File: src/rtl/mips_pkg.sv
// Shared writeback-stage definitions: register-zero address, default widths, writeback source select.
// Pure type/constant package; no logic, no latency, no backpressure.
package mips_pkg;
    localparam int DATA_W_DEF = 32;
    localparam int ADDR_W_DEF = 5;
    localparam logic [4:0] REG_ZERO = 5'd0;

    // Encoding matches the MEM/WB memToReg bit.
    typedef enum logic {
        WB_ALU = 1'b0,
        WB_MEM = 1'b1
    } wb_sel_t;
endpackage

File: src/rtl/wb_mux.sv
// Writeback source select between load data and ALU result; combinational, zero latency.
// No handshake or backpressure: the output tracks the inputs every cycle.
module wb_mux
    import mips_pkg::*;
#(
    parameter int DATA_W = DATA_W_DEF
) (
    input  logic              i_sel,
    input  logic [DATA_W-1:0] i_ram_data,
    input  logic [DATA_W-1:0] i_alu_result,
    output logic [DATA_W-1:0] o_wb_data
);
    wb_sel_t w_sel;

    assign w_sel     = wb_sel_t'(i_sel);
    assign o_wb_data = (w_sel == WB_MEM) ? i_ram_data : i_alu_result;
endmodule

File: src/rtl/wb_regfile.sv
// Writeback commit into a 2**ADDR_W x DATA_W register file with two combinational, write-through read ports.
// Write latency 1 cycle; reads 0 cycles; accepts one writeback per cycle, never stalls.
module wb_regfile
    import mips_pkg::*;
#(
    parameter int DATA_W = DATA_W_DEF,
    parameter int ADDR_W = ADDR_W_DEF,
    parameter int CNT_W  = 32
) (
    input  logic              clk,
    input  logic              rst,
    input  logic [DATA_W-1:0] i_ram_data,
    input  logic [DATA_W-1:0] i_alu_result,
    input  logic [ADDR_W-1:0] i_inst_mux_br_write_address,
    input  logic              i_regWrite,
    input  logic              i_memToReg,
    input  logic [ADDR_W-1:0] i_read_addr1,
    input  logic [ADDR_W-1:0] i_read_addr2,
    output logic [DATA_W-1:0] o_read_data1,
    output logic [DATA_W-1:0] o_read_data2,
    output logic [DATA_W-1:0] o_wb_data,
    output logic [CNT_W-1:0]  o_wb_count
);
    localparam int NREGS = 2 ** ADDR_W;
    localparam logic [ADDR_W-1:0] ZERO_ADDR = ADDR_W'(REG_ZERO);

    logic [DATA_W-1:0] r_regs [NREGS];
    logic [CNT_W-1:0]  r_wb_count;
    logic [DATA_W-1:0] w_wb_data;
    logic              w_commit;

    wb_mux #(.DATA_W(DATA_W)) u_wb_mux (
        .i_sel        (i_memToReg),
        .i_ram_data   (i_ram_data),
        .i_alu_result (i_alu_result),
        .o_wb_data    (w_wb_data)
    );

    // Reset suppresses the commit, which also disables the read bypass.
    assign w_commit = !rst && i_regWrite && (i_inst_mux_br_write_address != ZERO_ADDR);

    always_ff @(posedge clk) begin
        if (rst) begin
            for (int i = 0; i < NREGS; i++) begin
                r_regs[i] <= '0;
            end
            r_wb_count <= '0;
        end else if (w_commit) begin
            r_regs[i_inst_mux_br_write_address] <= w_wb_data;
            r_wb_count                          <= r_wb_count + 1'b1;
        end
    end

    always_comb begin
        o_read_data1 = r_regs[i_read_addr1];
        if (i_read_addr1 == ZERO_ADDR) begin
            o_read_data1 = '0;
        end else if (w_commit && (i_read_addr1 == i_inst_mux_br_write_address)) begin
            o_read_data1 = w_wb_data;
        end
    end

    always_comb begin
        o_read_data2 = r_regs[i_read_addr2];
        if (i_read_addr2 == ZERO_ADDR) begin
            o_read_data2 = '0;
        end else if (w_commit && (i_read_addr2 == i_inst_mux_br_write_address)) begin
            o_read_data2 = w_wb_data;
        end
    end

    assign o_wb_data  = w_wb_data;
    assign o_wb_count = r_wb_count;
endmodule

File: config.mk
export PLATFORM = sky130hd
export DESIGN_NAME = wb_regfile
export DESIGN_NICKNAME = d
export VERILOG_FILES = /design/src/rtl/mips_pkg.sv /design/src/rtl/wb_mux.sv /design/src/rtl/wb_regfile.sv
export SDC_FILE = /design/constraint.sdc
export NUM_CORES = 2
export LEC_CHECK = 0
export BUFFER_PORTS_ARGS = -buffer_cell sky130_fd_sc_hd__buf_2
export CAP_MARGIN = 40
export CORE_MARGIN = 4
export CORE_UTILIZATION = 35
export DETAILED_ROUTE_END_ITERATION = 10
export GPL_TIMING_DRIVEN = 0
export HOLD_SLACK_MARGIN = 0.06
export MAX_ROUTING_LAYER = met4
export SETUP_SLACK_MARGIN = 0.15
export SLEW_MARGIN = 30
export SYNTH_ARGS = -nofsm -noshare
export SYNTH_HDL_FRONTEND = slang
export SYNTH_SLANG_ARGS = --single-unit
File: constraint.sdc
create_clock -name clk -period 3.8 [get_ports clk]
set_input_delay 0.76 -clock clk [delete_from_list [all_inputs] [get_ports clk]]
set_output_delay 0.76 -clock clk [all_outputs]
set_load 0.05 [all_outputs]
== Word-level counts from Yosys, hierarchy flattened ==
Memory sizes are Yosys's and may differ from the RTL's.
Cells that the tools add are included.
Storage, ports and cells
  register bits: 32
  input bits: 83
  memories kept: 1
  bits in writable memories: 1024
  word-level logic and storage cells: 27
Operators by class
  add/sub/neg operators: 1
  equal/unequal tests: 2
  multiplexer cells: 13
  reduce and logical (&&, ||, !) cells: 9
Memories
  r_regs: words 32, width 32, rd ports 2, clocked after memory_dff 0, wr ports 32, line wb_regfile.sv:27  | logic [DATA_W-1:0] r_regs [NREGS];
Operators with widths (count)
  two-way mux 32 bit: 6
  adder 32 x 1 -> 32 bit, second input constant: 1
  OR reduction 32 bit: 1
  == test 5 bit: 2
  zero test 5 bit: 2
  two-way mux 1 bit: 6
  two-way mux 5 bit: 1
  nonzero test 5 bit: 1
  logical AND 1 bit: 4
  zero test 1 bit: 1

== Longest topological paths before layout ==
  depth in word-level cells: 8
  depth in mapped cells: 10
  depth with buffers taken out: 5

== By module ==
A second synthesis with hierarchy kept.
Unflattened totals
  cell total of the unflattened synthesis: 3860
  area, all modules: 57492.6 µm²
Modules (own cells, without submodules)
  wb_regfile: times used 1, cells each 3824, area an instance 56948.4 µm²
  wb_mux: times used 1, cells each 36, area an instance 544.3 µm²

== Least setup slack after synthesis ==
No wires, ideal clock.
  kind: input -> output
  start: input i_inst_mux_br_write_address[4]
  end: output o_read_data1[22]
  data required time: 3.040 ns
  path slack: -0.685 ns
  stages on the path: 7
  data arrival time: 3.725 ns
  cell sequence: clkbuf_1 -> xnor2_1 -> nand2_1 -> or3_1 -> clkbuf_1 -> clkbuf_1 -> o311ai_0
Between the ends
  word-level cells in the longest chain between the ends: 5
Ends and longest elaborated chain
  from (decl): line wb_regfile.sv:14  | input logic [ADDR_W-1:0] i_inst_mux_br_write_address,
  nonzero test 5 bit: line wb_regfile.sv:40  | assign w_commit = !rst && i_regWrite && (i_inst_mux_br_write_address != ZERO_ADDR);
  logical AND 1 bit: line wb_regfile.sv:40
  logical AND 1 bit (*): line wb_regfile.sv:58  | end else if (w_commit && (i_read_addr1 == i_inst_mux_br_write_address)) begin
  two-way mux 32 bit (*): line wb_regfile.sv:58
  two-way mux 32 bit (*): line wb_regfile.sv:56  | if (i_read_addr1 == ZERO_ADDR) begin
  to (decl): line wb_regfile.sv:19  | output logic [DATA_W-1:0] o_read_data1,
Every way passes the cells marked *; elsewhere a longest branch is shown, timed or not.

== Worst setup path after layout ==
  start: input i_read_addr2[4]
  end: output o_read_data2[6]
Between the ends
  word-level cells in the longest chain between the ends: 4
Ends and longest elaborated chain
  from (decl): line wb_regfile.sv:18  | input logic [ADDR_W-1:0] i_read_addr2,
  parallel branches: the longest is 3 deep, another holds memory (32 x 32 bit)
  two-way mux 32 bit (*): line wb_regfile.sv:65  | if (i_read_addr2 == ZERO_ADDR) begin
  to (decl): line wb_regfile.sv:20  | output logic [DATA_W-1:0] o_read_data2,
Mark *: on every way between the ends.

==> report_table.html <==
<table>
<tr><th>Metric</th><th>Value</th></tr>
<tr><th colspan="2">Clocking</th></tr>
<tr><td>Clock root cell</td><td>clkbuf_16</td></tr>
<tr><td>CTS buffer count</td><td>110</td></tr>
<tr><td>CTS tree</td><td>yes</td></tr>
<tr><td>Clock sinks</td><td>1056</td></tr>
<tr><td>Number of levels the H-tree was split into</td><td>3</td></tr>
<tr><td>Clock Tree Buf Depth</td><td>3</td></tr>
<tr><td>Insertion delay of the later-clocked pin in the worst-skew pair</td><td>0.74 ns</td></tr>
<tr><td>Clock transition at the registers of the reported paths</td><td>0.06 ns</td></tr>
<tr><td># hold bufs at CTS</td><td>0</td></tr>
<tr><th colspan="2">Hold path</th></tr>
<tr><td>Hold/Removal Path Class</td><td>in2reg</td></tr>
<tr><th colspan="2">GRT</th></tr>
<tr><td>Total global-route track usage</td><td>33.6%</td></tr>
<tr><td>Remaining Overflow, GRT</td><td>0</td></tr>
<tr><td>Largest net degree at the start of global routing</td><td>33</td></tr>
<tr><td>Most crowded layer after global routing</td><td>met2</td></tr>
<tr><td>M2 GR Usage</td><td>44.3%</td></tr>
<tr><td>Number of global-route vias before repair</td><td>42.2k</td></tr>
<tr><td>Antenna violations before repair</td><td>12</td></tr>
<tr><td>Global Route met3 Usage</td><td>17.0%</td></tr>
<tr><td>Met1 global-route usage</td><td>40.4%</td></tr>
<tr><td>First-pass GRT wire length</td><td>359000 um</td></tr>
<tr><th colspan="2">Critical path</th></tr>
<tr><td>Crit path DAT</td><td>3.54 ns</td></tr>
<tr><td>Setup CP Type</td><td>in2out</td></tr>
<tr><td>Data required time of the worst path</td><td>3.04 ns</td></tr>
<tr><td>FF-to-FF Start</td><td>o_wb_count[0]</td></tr>
<tr><td>Capture point of the worst path</td><td>o_read_data2[6]</td></tr>
<tr><td>Reg2Reg Setup Slack</td><td>1.53 ns</td></tr>
<tr><td>Terminus of the critical flop-to-flop path</td><td>o_wb_count[30]</td></tr>
<tr><td>Worst setup path startpoint</td><td>i_read_addr2[4]</td></tr>
<tr><td>Setup crit start kind</td><td>input port</td></tr>
<tr><td>Sort of element at the end of the critical path</td><td>output pin</td></tr>
<tr><td>R2R depth</td><td>5</td></tr>
<tr><td>Maximum fanout encountered on the critical timing path</td><td>10</td></tr>
<tr><th colspan="2">Detailed routing</th></tr>
<tr><td>Vias per Instance</td><td>6.65</td></tr>
<tr><td>Total wirelength of the detailed-routed design</td><td>275000 um</td></tr>
<tr><td>Initial DRC Count</td><td>9087</td></tr>
<tr><td>Total via count in the routed design</td><td>44.9k</td></tr>
<tr><td>TritonRoute pass-1 iters</td><td>8</td></tr>
<tr><td>Count of antenna-violating nets left after detailed routing</td><td>0</td></tr>
<tr><td>Average detailed-routed wire length per instance</td><td>40.8 um</td></tr>
<tr><td>Drc violations</td><td>0</td></tr>
<tr><th colspan="2">Timing</th></tr>
<tr><td>Hold violation total from the final report</td><td>0</td></tr>
<tr><td>Worst-Margin Slew</td><td>1.01 ns</td></tr>
<tr><td>RSZ-0062 raised after global routing</td><td>true</td></tr>
<tr><td>Setup violators final</td><td>54</td></tr>
<tr><td>Clock tree skew after final layout</td><td>0.0116 ns</td></tr>
<tr><td>Slew Viols, Final</td><td>0</td></tr>
<tr><td>Rel. slew slack</td><td>32.9%</td></tr>
<tr><td>Final critical-path required period</td><td>4.30 ns</td></tr>
<tr><td>Final worst path period share</td><td>113%</td></tr>
<tr><td>Smallest setup slack after layout</td><td>-0.499 ns</td></tr>
<tr><td>Maximum clock frequency</td><td>0.233 GHz</td></tr>
<tr><th colspan="2">Layout</th></tr>
<tr><td>FF+latch area</td><td>31400 sq um</td></tr>
<tr><td>Area of the multi-input gates</td><td>24500 sq um</td></tr>
<tr><td>Fraction of final layout cells sized beyond drive strength 1</td><td>39.1%</td></tr>
<tr><td>NumNets Final</td><td>4692</td></tr>
<tr><td>Filler cell count</td><td>13.5k</td></tr>
<tr><td>Signed area change from the synthesized netlist to the final layout</td><td>31.9%</td></tr>
<tr><td>Layout Utilization</td><td>46.7%</td></tr>
<tr><th colspan="2">Power and ir drop</th></tr>
<tr><td>Total power per unit cell area</td><td>433 nW/um^2</td></tr>
<tr><td>Leakage power total</td><td>25.9 nW</td></tr>
<tr><td>Worst IR drop on VDD</td><td>0.401 mV</td></tr>
<tr><td>Total Power</td><td>0.0313 W</td></tr>
<tr><th colspan="2">Synthesis</th></tr>
<tr><td>Fraction of registers with async set or reset after synthesis</td><td>0%</td></tr>
<tr><td>Total of warnings raised by yosys</td><td>0</td></tr>
<tr><td>Unique cell type count in the Yosys netlist</td><td>64</td></tr>
<tr><td>Post-synth design cell area</td><td>54800 sq um</td></tr>
<tr><td>Share of the yosys chip area belonging to registers</td><td>57.2%</td></tr>
<tr><td>Count of mapped cells out of synthesis</td><td>3912</td></tr>
<tr><td>Number of storage elements in the synthesis netlist</td><td>1056</td></tr>
<tr><td>Synth Flop Type</td><td>edfxtp_1</td></tr>
<tr><td>Number of enable flip-flop cells after synthesis</td><td>1024</td></tr>
<tr><td>Synthesized area per cell</td><td>14.0 sq um</td></tr>
<tr><th colspan="2">Floorplan</th></tr>
<tr><td>Starting density of the core</td><td>35.4%</td></tr>
<tr><td>Std cell rows</td><td>144</td></tr>
<tr><td>DIE AREA</td><td>163000 sq um</td></tr>
<tr><td>Vertical extent of the die</td><td>404 um</td></tr>
<tr><td>I/O pin count</td><td>211</td></tr>
<tr><td>Die span in x</td><td>404 um</td></tr>
<tr><td>Core Box Area</td><td>155000 sq um</td></tr>
<tr><th colspan="2">Place</th></tr>
<tr><td>Placed wire-length estimate after detailed placement</td><td>189000 um</td></tr>
<tr><td>Buffers added on ports</td><td>203</td></tr>
<tr><td>Final Wtd Congestion</td><td>1.05</td></tr>
<tr><th colspan="2">Flow run</th></tr>
<tr><td>Number of violations of the max-capacitance limit</td><td>0</td></tr>
<tr><th colspan="2">Outcome</th></tr>
<tr><td>Violated checks</td><td>negative setup slack</td></tr>
<tr><td>Run status</td><td>complete, but fails checks</td></tr>
</table>
## critical path, cell delays in order
cell and delay [ns]:
buf_2 0.22, buf_12 0.26, clkbuf_16 0.26, buf_2 0.24
clkbuf_2 0.23, buf_4 0.27, a21oi_1 0.17, o211ai_1 0.75
buf_4 0.33
## flip-flops by register name (all words and copies together), names as in the netlist
name / cells
o_wb_count: 32
r_regs: 1024
## Yosys cell counts (4+ instances only)
cell,number,area [sq um]
nand4_1,16,100
o21ai_0,55,275
nand2b_1,8,50.1
or3_1,17,106
buf_4,34,255
xnor2_1,11,96.3
buf_1,13,48.8
a221oi_1,46,403
clkbuf_1,293,1100
nor4_1,4,25.0
xor2_1,11,96.3
mux2i_1,188,1880
buf_6,13,146
or4_1,6,45.0
mux2_2,72,811
o22a_1,5,43.8
and3_1,12,75.1
o311ai_0,5,43.8
o31ai_1,10,75.1
o221ai_1,7,61.3
inv_1,44,165
a31oi_1,5,31.3
nor3_1,8,40.0
a21oi_1,31,155
a32oi_1,7,61.3
nor2b_1,7,43.8
a2bb2oi_1,5,43.8
nand3_1,46,230
a21boi_0,5,37.5
o32ai_1,20,175
o211a_1,6,60.1
mux4_2,489,11000
a22oi_1,30,225
dfxtp_1,32,641
a221o_1,6,60.1
o21bai_1,6,45.0
edfxtp_1,1024,30700
o22ai_1,39,244
nand2_1,120,450
nor2_1,1058,3970
o2111ai_1,9,78.8
buf_2,54,270
## through the flow
| step | worst slack [ns] | cell area, sq um | TNS, ns | hold slack [ns] | instances |
|---|---|---|---|---|---|
| finish | -0.499 | 72300 | -5.42 | 0.485 | 6754 |
| detailed placement | -1.68 | 60800 | -102.81 | 0.496 | 6283 |
| floorplan | -0.223 | 55300 | -0.803 | 0.712 | 3943 |
| CTS | -0.260 | 70400 | -1.05 | 0.433 | 6637 |
| global placement | -2.93 | 58900 | -1709.51 | 0.496 | 6190 |
| global route | -0.345 | 72300 | -3.73 | 0.479 | 6752 |
## logic make-up after synthesis
logic type	Yosys count	share of synthesized area, %
DFF	1056	57.2
other	1	0.00684
xor gates and xnor gates	22	0.351
buffers and inverters	452	3.63
AOI/OAI and AO/OA	309	4.08
muxes	749	25.0
adders and majority gates	1	0.0228
and+or+nand+nor	1322	9.68
## report_power, final
group | internal [W] | total [W] | switching, W
registers | 0.0134 | 0.0137 | 0.000338
logic | 0.00263 | 0.00670 | 0.00407
clock network | 0.00599 | 0.0109 | 0.00493
total | 0.0220 | 0.0313 | 0.00934
## routing by layer
metal / part of all wire [%] / wire [um] / up-vias
met2: 40 / 110000 / 4553
met5: 0 / 0 / -
met4: 8.5 / 23400 / 0
met1: 33 / 91900 / 22765
met3: 18 / 50300 / 1142
li1: - / - / 16471
## worst min path at each step
| stage | start | to | slack [ns] | cells past startpoint |
|---|---|---|---|---|
| 2_1_floorplan | o_wb_count[25] | o_wb_count[25] | 0.71 | 2 |
| 3_3_place_gp | o_wb_count[6] | o_wb_count[6] | 0.50 | 2 |
| 3_5_place_dp | o_wb_count[6] | o_wb_count[6] | 0.50 | 2 |
| 4_1_cts | i_alu_result[28] | r_regs[4][28] | 0.43 | 3 |
| 5_1_grt | i_alu_result[28] | r_regs[4][28] | 0.48 | 3 |
| 6_report | i_alu_result[29] | r_regs[5][29] | 0.48 | 3 |
## repair_timing
item                                    4_1_cts  5_1_grt
resized for setup                           994      213
setup buffers                               142       88
pin swaps                                    85      117
gates cloned                                 13        4
endpoints found under the setup margin       85       78
## layout make-up
type	count	share of cell area, %
multi-input cells	2435	33.8
clock buffers	140	4.12
flip-flops and latches	1056	43.4
inverters	45	0.242
clock inverters	59	0.669
repair buffers	553	8.59
plain buffers	407	5.56
diodes	15	0.0519
well taps	2044	3.54
## cell usage in the layout (no fill, tap or decap), types with 33 or more instances in the layout
cell and instances:
a221oi_2 35, buf_12 93, buf_16 85, buf_2 143, buf_4 162, buf_6 147, buf_8 42, clkbuf_1 196
clkbuf_16 128, clkbuf_2 51, edfxtp_1 1024, inv_1 43, mux2_2 53, mux2i_1 134, mux4_2 489, nand2_1 78
nand3_1 33, nor2_1 1035, o21ai_0 33
(Power assumes the default switching activity.)
